[config.mk]
export PLATFORM = sky130hd
export DESIGN_NAME = hazard_forward_ctrl_flat
export DESIGN_NICKNAME = d
export VERILOG_FILES = /design/src/rtl/pipe_ctrl_pkg.sv /design/src/rtl/hazard_forward_ctrl_if.sv /design/src/rtl/fwd_select.sv /design/src/rtl/hazard_forward_ctrl.sv /design/src/flat_wrapper.sv
export SDC_FILE = /design/constraint.sdc
export NUM_CORES = 1
export LEC_CHECK = 0
export CORE_AREA = 2 2 66 68
export CTS_CLUSTER_SIZE = 28
export DETAILED_ROUTE_END_ITERATION = 16
export DIE_AREA = 0 0 68 70
export SLEW_MARGIN = 20
export SYNTH_ARGS = -nofsm -noshare
export SYNTH_HDL_FRONTEND = slang
export SYNTH_HIERARCHICAL = 1
export SYNTH_SLANG_ARGS = --single-unit
[constraint.sdc]
create_clock -name CLK -period 7.2 [get_ports CLK]
set_input_delay 2.16 -clock CLK [delete_from_list [all_inputs] [get_ports CLK]]
set_output_delay 2.16 -clock CLK [all_outputs]
set_load 0.02 [all_outputs]
[src/rtl/pipe_ctrl_pkg.sv]
// Shared types and constants for the ID-stage hazard/forwarding controller.
// The operand select encodings, the FSM states and the tracker slot layout all live here.
package pipe_ctrl_pkg;

  localparam int unsigned REG_W  = 4;
  localparam int unsigned PC_IDX = 15;

  typedef logic [1:0] fwd_sel_t;

  localparam fwd_sel_t FWD_RF  = 2'b00;
  localparam fwd_sel_t FWD_EX  = 2'b01;
  localparam fwd_sel_t FWD_MEM = 2'b10;
  localparam fwd_sel_t FWD_WB  = 2'b11;

  typedef enum logic {
    RUN   = 1'b0,
    STALL = 1'b1
  } state_e;

  typedef struct packed {
    logic             valid;
    logic             rf;
    logic             load;
    logic [REG_W-1:0] rd;
  } slot_t;

endpackage

[src/rtl/hazard_forward_ctrl_if.sv]
// ID-stage bundle between the decode logic (master) and the hazard controller (slave).
// Hold travels with the bundle because it gates every control output.
interface hazard_forward_ctrl_if;
  import pipe_ctrl_pkg::*;

  logic             Hold;
  logic [REG_W-1:0] Rn_ID;
  logic [REG_W-1:0] Rm_ID;
  logic [REG_W-1:0] Rd_ID;
  logic             UseA_ID;
  logic             UseB_ID;
  logic             UseC_ID;
  logic             rf_ID;
  logic             Load_ID;
  logic             BrTaken_ID;

  logic             PC_LE;
  logic             IFID_LE;
  logic             IFID_CLR;
  logic             NOP_Sel;
  fwd_sel_t         FwdA;
  fwd_sel_t         FwdB;
  fwd_sel_t         FwdC;

  modport master (
    output Hold, Rn_ID, Rm_ID, Rd_ID, UseA_ID, UseB_ID, UseC_ID, rf_ID, Load_ID, BrTaken_ID,
    input  PC_LE, IFID_LE, IFID_CLR, NOP_Sel, FwdA, FwdB, FwdC
  );

  modport slave (
    input  Hold, Rn_ID, Rm_ID, Rd_ID, UseA_ID, UseB_ID, UseC_ID, rf_ID, Load_ID, BrTaken_ID,
    output PC_LE, IFID_LE, IFID_CLR, NOP_Sel, FwdA, FwdB, FwdC
  );

endinterface

[src/rtl/fwd_select.sv]
// Per-port priority matcher: picks the youngest in-flight producer of a source register.
// A load sitting in EX cannot supply data yet, so it only raises ex_load_hit.
module fwd_select
  import pipe_ctrl_pkg::*;
(
  input  logic [REG_W-1:0] src,
  input  logic             use_port,
  input  slot_t            ex,
  input  slot_t            mem,
  input  slot_t            wb,
  output fwd_sel_t         sel,
  output logic             ex_load_hit
);

  logic src_ok;
  logic hit_ex;
  logic hit_mem;
  logic hit_wb;
  logic unused_load;

  assign src_ok  = use_port && (src != REG_W'(PC_IDX));
  assign hit_ex  = src_ok && ex.valid  && ex.rf  && (ex.rd  == src);
  assign hit_mem = src_ok && mem.valid && mem.rf && (mem.rd == src);
  assign hit_wb  = src_ok && wb.valid  && wb.rf  && (wb.rd  == src);

  assign ex_load_hit = hit_ex && ex.load;
  assign unused_load = mem.load ^ wb.load;

  always_comb begin
    sel = FWD_RF;
    if (hit_ex && !ex.load) begin
      sel = FWD_EX;
    end else if (hit_mem) begin
      sel = FWD_MEM;
    end else if (hit_wb) begin
      sel = FWD_WB;
    end
  end

endmodule

[src/rtl/hazard_forward_ctrl.sv]
// ID->EX hazard controller: tracks EX/MEM/WB destinations, drives operand forwarding,
// inserts a one-cycle bubble on load-use and flushes IF/ID on a taken branch.
module hazard_forward_ctrl
  import pipe_ctrl_pkg::*;
(
  input  logic                 CLK,
  input  logic                 CLR,
  hazard_forward_ctrl_if.slave bus
);

  slot_t    ex_q;
  slot_t    mem_q;
  slot_t    wb_q;
  state_e   state_q;

  logic [2:0] ex_load_hit;
  fwd_sel_t   fwd_a;
  fwd_sel_t   fwd_b;
  fwd_sel_t   fwd_c;
  logic       load_use;
  logic       stall;

  fwd_select u_fwd_a (
    .src         (bus.Rn_ID),
    .use_port    (bus.UseA_ID),
    .ex          (ex_q),
    .mem         (mem_q),
    .wb          (wb_q),
    .sel         (fwd_a),
    .ex_load_hit (ex_load_hit[0])
  );

  fwd_select u_fwd_b (
    .src         (bus.Rm_ID),
    .use_port    (bus.UseB_ID),
    .ex          (ex_q),
    .mem         (mem_q),
    .wb          (wb_q),
    .sel         (fwd_b),
    .ex_load_hit (ex_load_hit[1])
  );

  fwd_select u_fwd_c (
    .src         (bus.Rd_ID),
    .use_port    (bus.UseC_ID),
    .ex          (ex_q),
    .mem         (mem_q),
    .wb          (wb_q),
    .sel         (fwd_c),
    .ex_load_hit (ex_load_hit[2])
  );

  assign load_use = |ex_load_hit;
  // The stall is raised in the detection cycle itself, only from RUN.
  assign stall    = (state_q == RUN) && load_use;

  assign bus.FwdA     = fwd_a;
  assign bus.FwdB     = fwd_b;
  assign bus.FwdC     = fwd_c;
  assign bus.PC_LE    = !bus.Hold && !stall;
  assign bus.IFID_LE  = !bus.Hold && !stall;
  assign bus.NOP_Sel  = !bus.Hold && stall;
  assign bus.IFID_CLR = bus.BrTaken_ID && !load_use && !bus.Hold;

  always_ff @(posedge CLK or negedge CLR) begin
    if (!CLR) begin
      ex_q    <= '0;
      mem_q   <= '0;
      wb_q    <= '0;
      state_q <= RUN;
    end else if (!bus.Hold) begin
      wb_q  <= mem_q;
      mem_q <= ex_q;
      if (bus.NOP_Sel) begin
        ex_q <= '0;
      end else begin
        ex_q <= slot_t'{valid: 1'b1, rf: bus.rf_ID, load: bus.Load_ID, rd: bus.Rd_ID};
      end
      unique case (state_q)
        RUN:     if (load_use) state_q <= STALL;
        STALL:   state_q <= RUN;
        default: state_q <= RUN;
      endcase
    end
  end

endmodule

[src/flat_wrapper.sv]
// flat-port wrapper written by rule: the top's interface ports become plain ports
module hazard_forward_ctrl_flat import pipe_ctrl_pkg::*;
  (CLK, CLR, bus_Hold, bus_Rn_ID, bus_Rm_ID, bus_Rd_ID, bus_UseA_ID, bus_UseB_ID, bus_UseC_ID, bus_rf_ID, bus_Load_ID, bus_BrTaken_ID, bus_PC_LE, bus_IFID_LE, bus_IFID_CLR, bus_NOP_Sel, bus_FwdA, bus_FwdB, bus_FwdC);
  hazard_forward_ctrl_if bus_i ();
  input  logic CLK;
  input  logic CLR;
  input wire logic [$bits(bus_i.Hold)-1:0] bus_Hold;
  input wire logic [$bits(bus_i.Rn_ID)-1:0] bus_Rn_ID;
  input wire logic [$bits(bus_i.Rm_ID)-1:0] bus_Rm_ID;
  input wire logic [$bits(bus_i.Rd_ID)-1:0] bus_Rd_ID;
  input wire logic [$bits(bus_i.UseA_ID)-1:0] bus_UseA_ID;
  input wire logic [$bits(bus_i.UseB_ID)-1:0] bus_UseB_ID;
  input wire logic [$bits(bus_i.UseC_ID)-1:0] bus_UseC_ID;
  input wire logic [$bits(bus_i.rf_ID)-1:0] bus_rf_ID;
  input wire logic [$bits(bus_i.Load_ID)-1:0] bus_Load_ID;
  input wire logic [$bits(bus_i.BrTaken_ID)-1:0] bus_BrTaken_ID;
  output wire logic [$bits(bus_i.PC_LE)-1:0] bus_PC_LE;
  output wire logic [$bits(bus_i.IFID_LE)-1:0] bus_IFID_LE;
  output wire logic [$bits(bus_i.IFID_CLR)-1:0] bus_IFID_CLR;
  output wire logic [$bits(bus_i.NOP_Sel)-1:0] bus_NOP_Sel;
  output wire logic [$bits(bus_i.FwdA)-1:0] bus_FwdA;
  output wire logic [$bits(bus_i.FwdB)-1:0] bus_FwdB;
  output wire logic [$bits(bus_i.FwdC)-1:0] bus_FwdC;
  assign bus_i.Hold = bus_Hold;
  assign bus_i.Rn_ID = bus_Rn_ID;
  assign bus_i.Rm_ID = bus_Rm_ID;
  assign bus_i.Rd_ID = bus_Rd_ID;
  assign bus_i.UseA_ID = bus_UseA_ID;
  assign bus_i.UseB_ID = bus_UseB_ID;
  assign bus_i.UseC_ID = bus_UseC_ID;
  assign bus_i.rf_ID = bus_rf_ID;
  assign bus_i.Load_ID = bus_Load_ID;
  assign bus_i.BrTaken_ID = bus_BrTaken_ID;
  assign bus_PC_LE = bus_i.PC_LE;
  assign bus_IFID_LE = bus_i.IFID_LE;
  assign bus_IFID_CLR = bus_i.IFID_CLR;
  assign bus_NOP_Sel = bus_i.NOP_Sel;
  assign bus_FwdA = bus_i.FwdA;
  assign bus_FwdB = bus_i.FwdB;
  assign bus_FwdC = bus_i.FwdC;
  hazard_forward_ctrl u_core (.CLK(CLK), .CLR(CLR), .bus(bus_i));
endmodule
==> summary.txt <==
Timing
  – Post-layout minimum cycle time: 7010 ps
  – Final Hold Viols: 0
  – Fin crit share: 97.3%
  – Setup_tns: 0 ps
  – Clock Skew: slightly above 6 ps
  – RSZ-0062 raised after global routing: false
  – Final setup vio count: 0
  – Worst-margin pin slew: between 900 and 1000 ps
  – Worst slew margin: 36.8%
  – Fmax: approximately 140 MHz
  – Max-slew violations: 0

Critical path
  – Crit path kind: input port to output port
  – Worst-path cell chain: clkdlybuf4s50_1 -> nor2b_1 -> a2111o_1 -> or4_4 -> nor2_1 -> or3_4 -> and2_2 -> clkdlybuf4s50_1
  – Crit path max-delay family: simple AND/OR/NAND/NOR gates
  – CP Launch Type: input port
  – Worst path slowest cell: clkdlybuf4s50_1
  – Most frequent CP cell: clkdlybuf4s50_1
  – CP Buf/Inv Count: 2
  – Critical Path AT: ~4900 ps
  – Critical path peak fanout: 11
  – CP endpoint kind: output port
  – Worst path required time: approximately 5000 ps
  – Largest stage delay, worst path: 590 ps

Global route
  – Initial antenna violation count: 0
  – Global-route wire length before repair: between 6000 and 7000 um
  – Vias in the first global route: ~1300
  – Global Route Usage Sum: between 10% and 20%
  – Largest net degree at the start of global routing: 24
  – Grt ovf: 0

Power and ir drop
  – Pwr dens: roughly 190 nW/um^2
  – LEAKAGE: approximately 0.73 nW
  – Maximum VDD drop: 106 uV

Finish
  – Layout cells sized above 1: 13.0%
  – Commonest cells after routing, fill and taps aside: clkdlybuf4s50_1 (30), dfrtp_1 (20), inv_1 (16)
  – Final Cell Area: 1850 um^2
  – Fin util: 44.7%
  – Nets: 207
  – Antenna diodes: 0
  – Most common cell after layout, fill and taps aside: clkdlybuf4s50_1
  – Area growth syn-to-layout: 25.4%

Detailed routing
  – Via density per instance: around 5.6
  – Iteration-0 DRC Markers: between 100 and 150
  – Routed WL: 3910 um
  – Pre-antenna DRT Iters: 4
  – Drt wl/cell: roughly 17 um
  – Vias: around 1300
  – Routed Antenna Nets: 0
  – DRC errors left: 0

Min path
  – Min-delay worst type: register to register

Clocking
  – # Post-CTS Setup Buffers: 0
  – TritonCTS Buffers: 3
  – H-tree levels: 1
  – Hold Buf Count CTS: 0
  – Worst-path clk slew: about 70 ps
  – CTS tree: done
  – CTS Root Cell: clkbuf_8
  – TritonCTS Sinks: 20
  – Clock Tree Buf Depth: 2
  – CTS resizes: 0
  – Clk_lat worst skew: ~260 ps

Die
  – Die Ht: about 70 um
  – Initial Utilization: 35.7%
  – Core ar.: about 4100 um^2
  – Die ar.: 4760 um^2
  – Die X: 68 um
  – Row count: 24
  – Boundary Pins: 31

Synth
  – Syn Inst Count: roughly 160
  – Avg Synthesized Cell Area: roughly 9.5 um^2
  – Synth Cell Area: 1480 um^2
  – Yosys Warn Count: 6
  – Syn nets: around 180

Place
  – Port Buffers: 30
  – Post-placement cell area: between 1500 and 2000 um^2
  – DP Wirelength: 2870 um
  – Final RePlAce weighted congestion: 0.852

Status
  – Status: finished clean

Job
  – Max-Cap Viols: 0
## power by group
group	leakage (nW)	total, mW	switching, mW	internal, mW
Sequential	0.229	0.163	0.0345	0.128
Clock	0.0216	0.0728	0.0355	0.0373
Combinational	0.480	0.110	0.0476	0.0625
## metrics by stage
stage	setup WS (ps)	hold slack [ps]	power, mW	instances
3_3_place_gp	228	580	0.271	233
6_report	193	618	0.346	236
3_5_place_dp	208	591	0.274	233
5_1_grt	102	638	0.367	236
4_1_cts	193	607	0.349	236
2_1_floorplan	1210	524	0.228	155
## final timing paths
check | endpoint | startpoint | cells past startpoint | slack, ps
worst max register to register | u_core/ex_q[5]$_DFFE_PN0N_ | u_core/ex_q[1]$_DFFE_PN0N_ | 6 | 5120
min in group asynchronous | u_core/ex_q[3]$_DFFE_PN0N_ | CLR | 1 | 2430
worst max-delay path | bus_NOP_Sel | bus_Rn_ID[1] | 8 | 190
worst min register to register | u_core/wb_q[5]$_DFFE_PN0N_ | u_core/wb_q[5]$_DFFE_PN0N_ | 1 | 620
worst min-delay path | u_core/wb_q[5]$_DFFE_PN0N_ | u_core/wb_q[5]$_DFFE_PN0N_ | 1 | 620
max in group asynchronous | u_core/wb_q[6]$_DFFE_PN0N_ | CLR | 1 | 4200
## layer usage
layer  up-vias  wire (um)  track usage, %
li1        622          -               -
met1       645       1740            24.2
met2        51       1870            26.6
met3         5        256            2.90
met4         0         47            7.78
met5         -          0               0
## registers in the layout (all words and copies together), names as in the netlist
| name | cells |
|---|---|
| u_core/wb_q | 6 |
| u_core/mem_q | 6 |
| u_core/state_q | 1 |
| u_core/ex_q | 7 |
## final cells by class
type / instances / area, um^2
multi-input cells: 114 / 878
fillers: 415 / 2290
flip-flops and latches: 20 / 500
clock buffers: 3 / 41.3
repair buffers: 31 / 308
inverters: 16 / 60.1
well taps: 52 / 65.1
## worst reg2reg max path, delay by kind of cell (launching register included)
kind,cells,cell delay (ps)
AND/OR/NAND/NOR,4,970
flip-flops,1,530
AO/OA/AOI/OAI,2,470
Power figures use the tool's default switching activity.
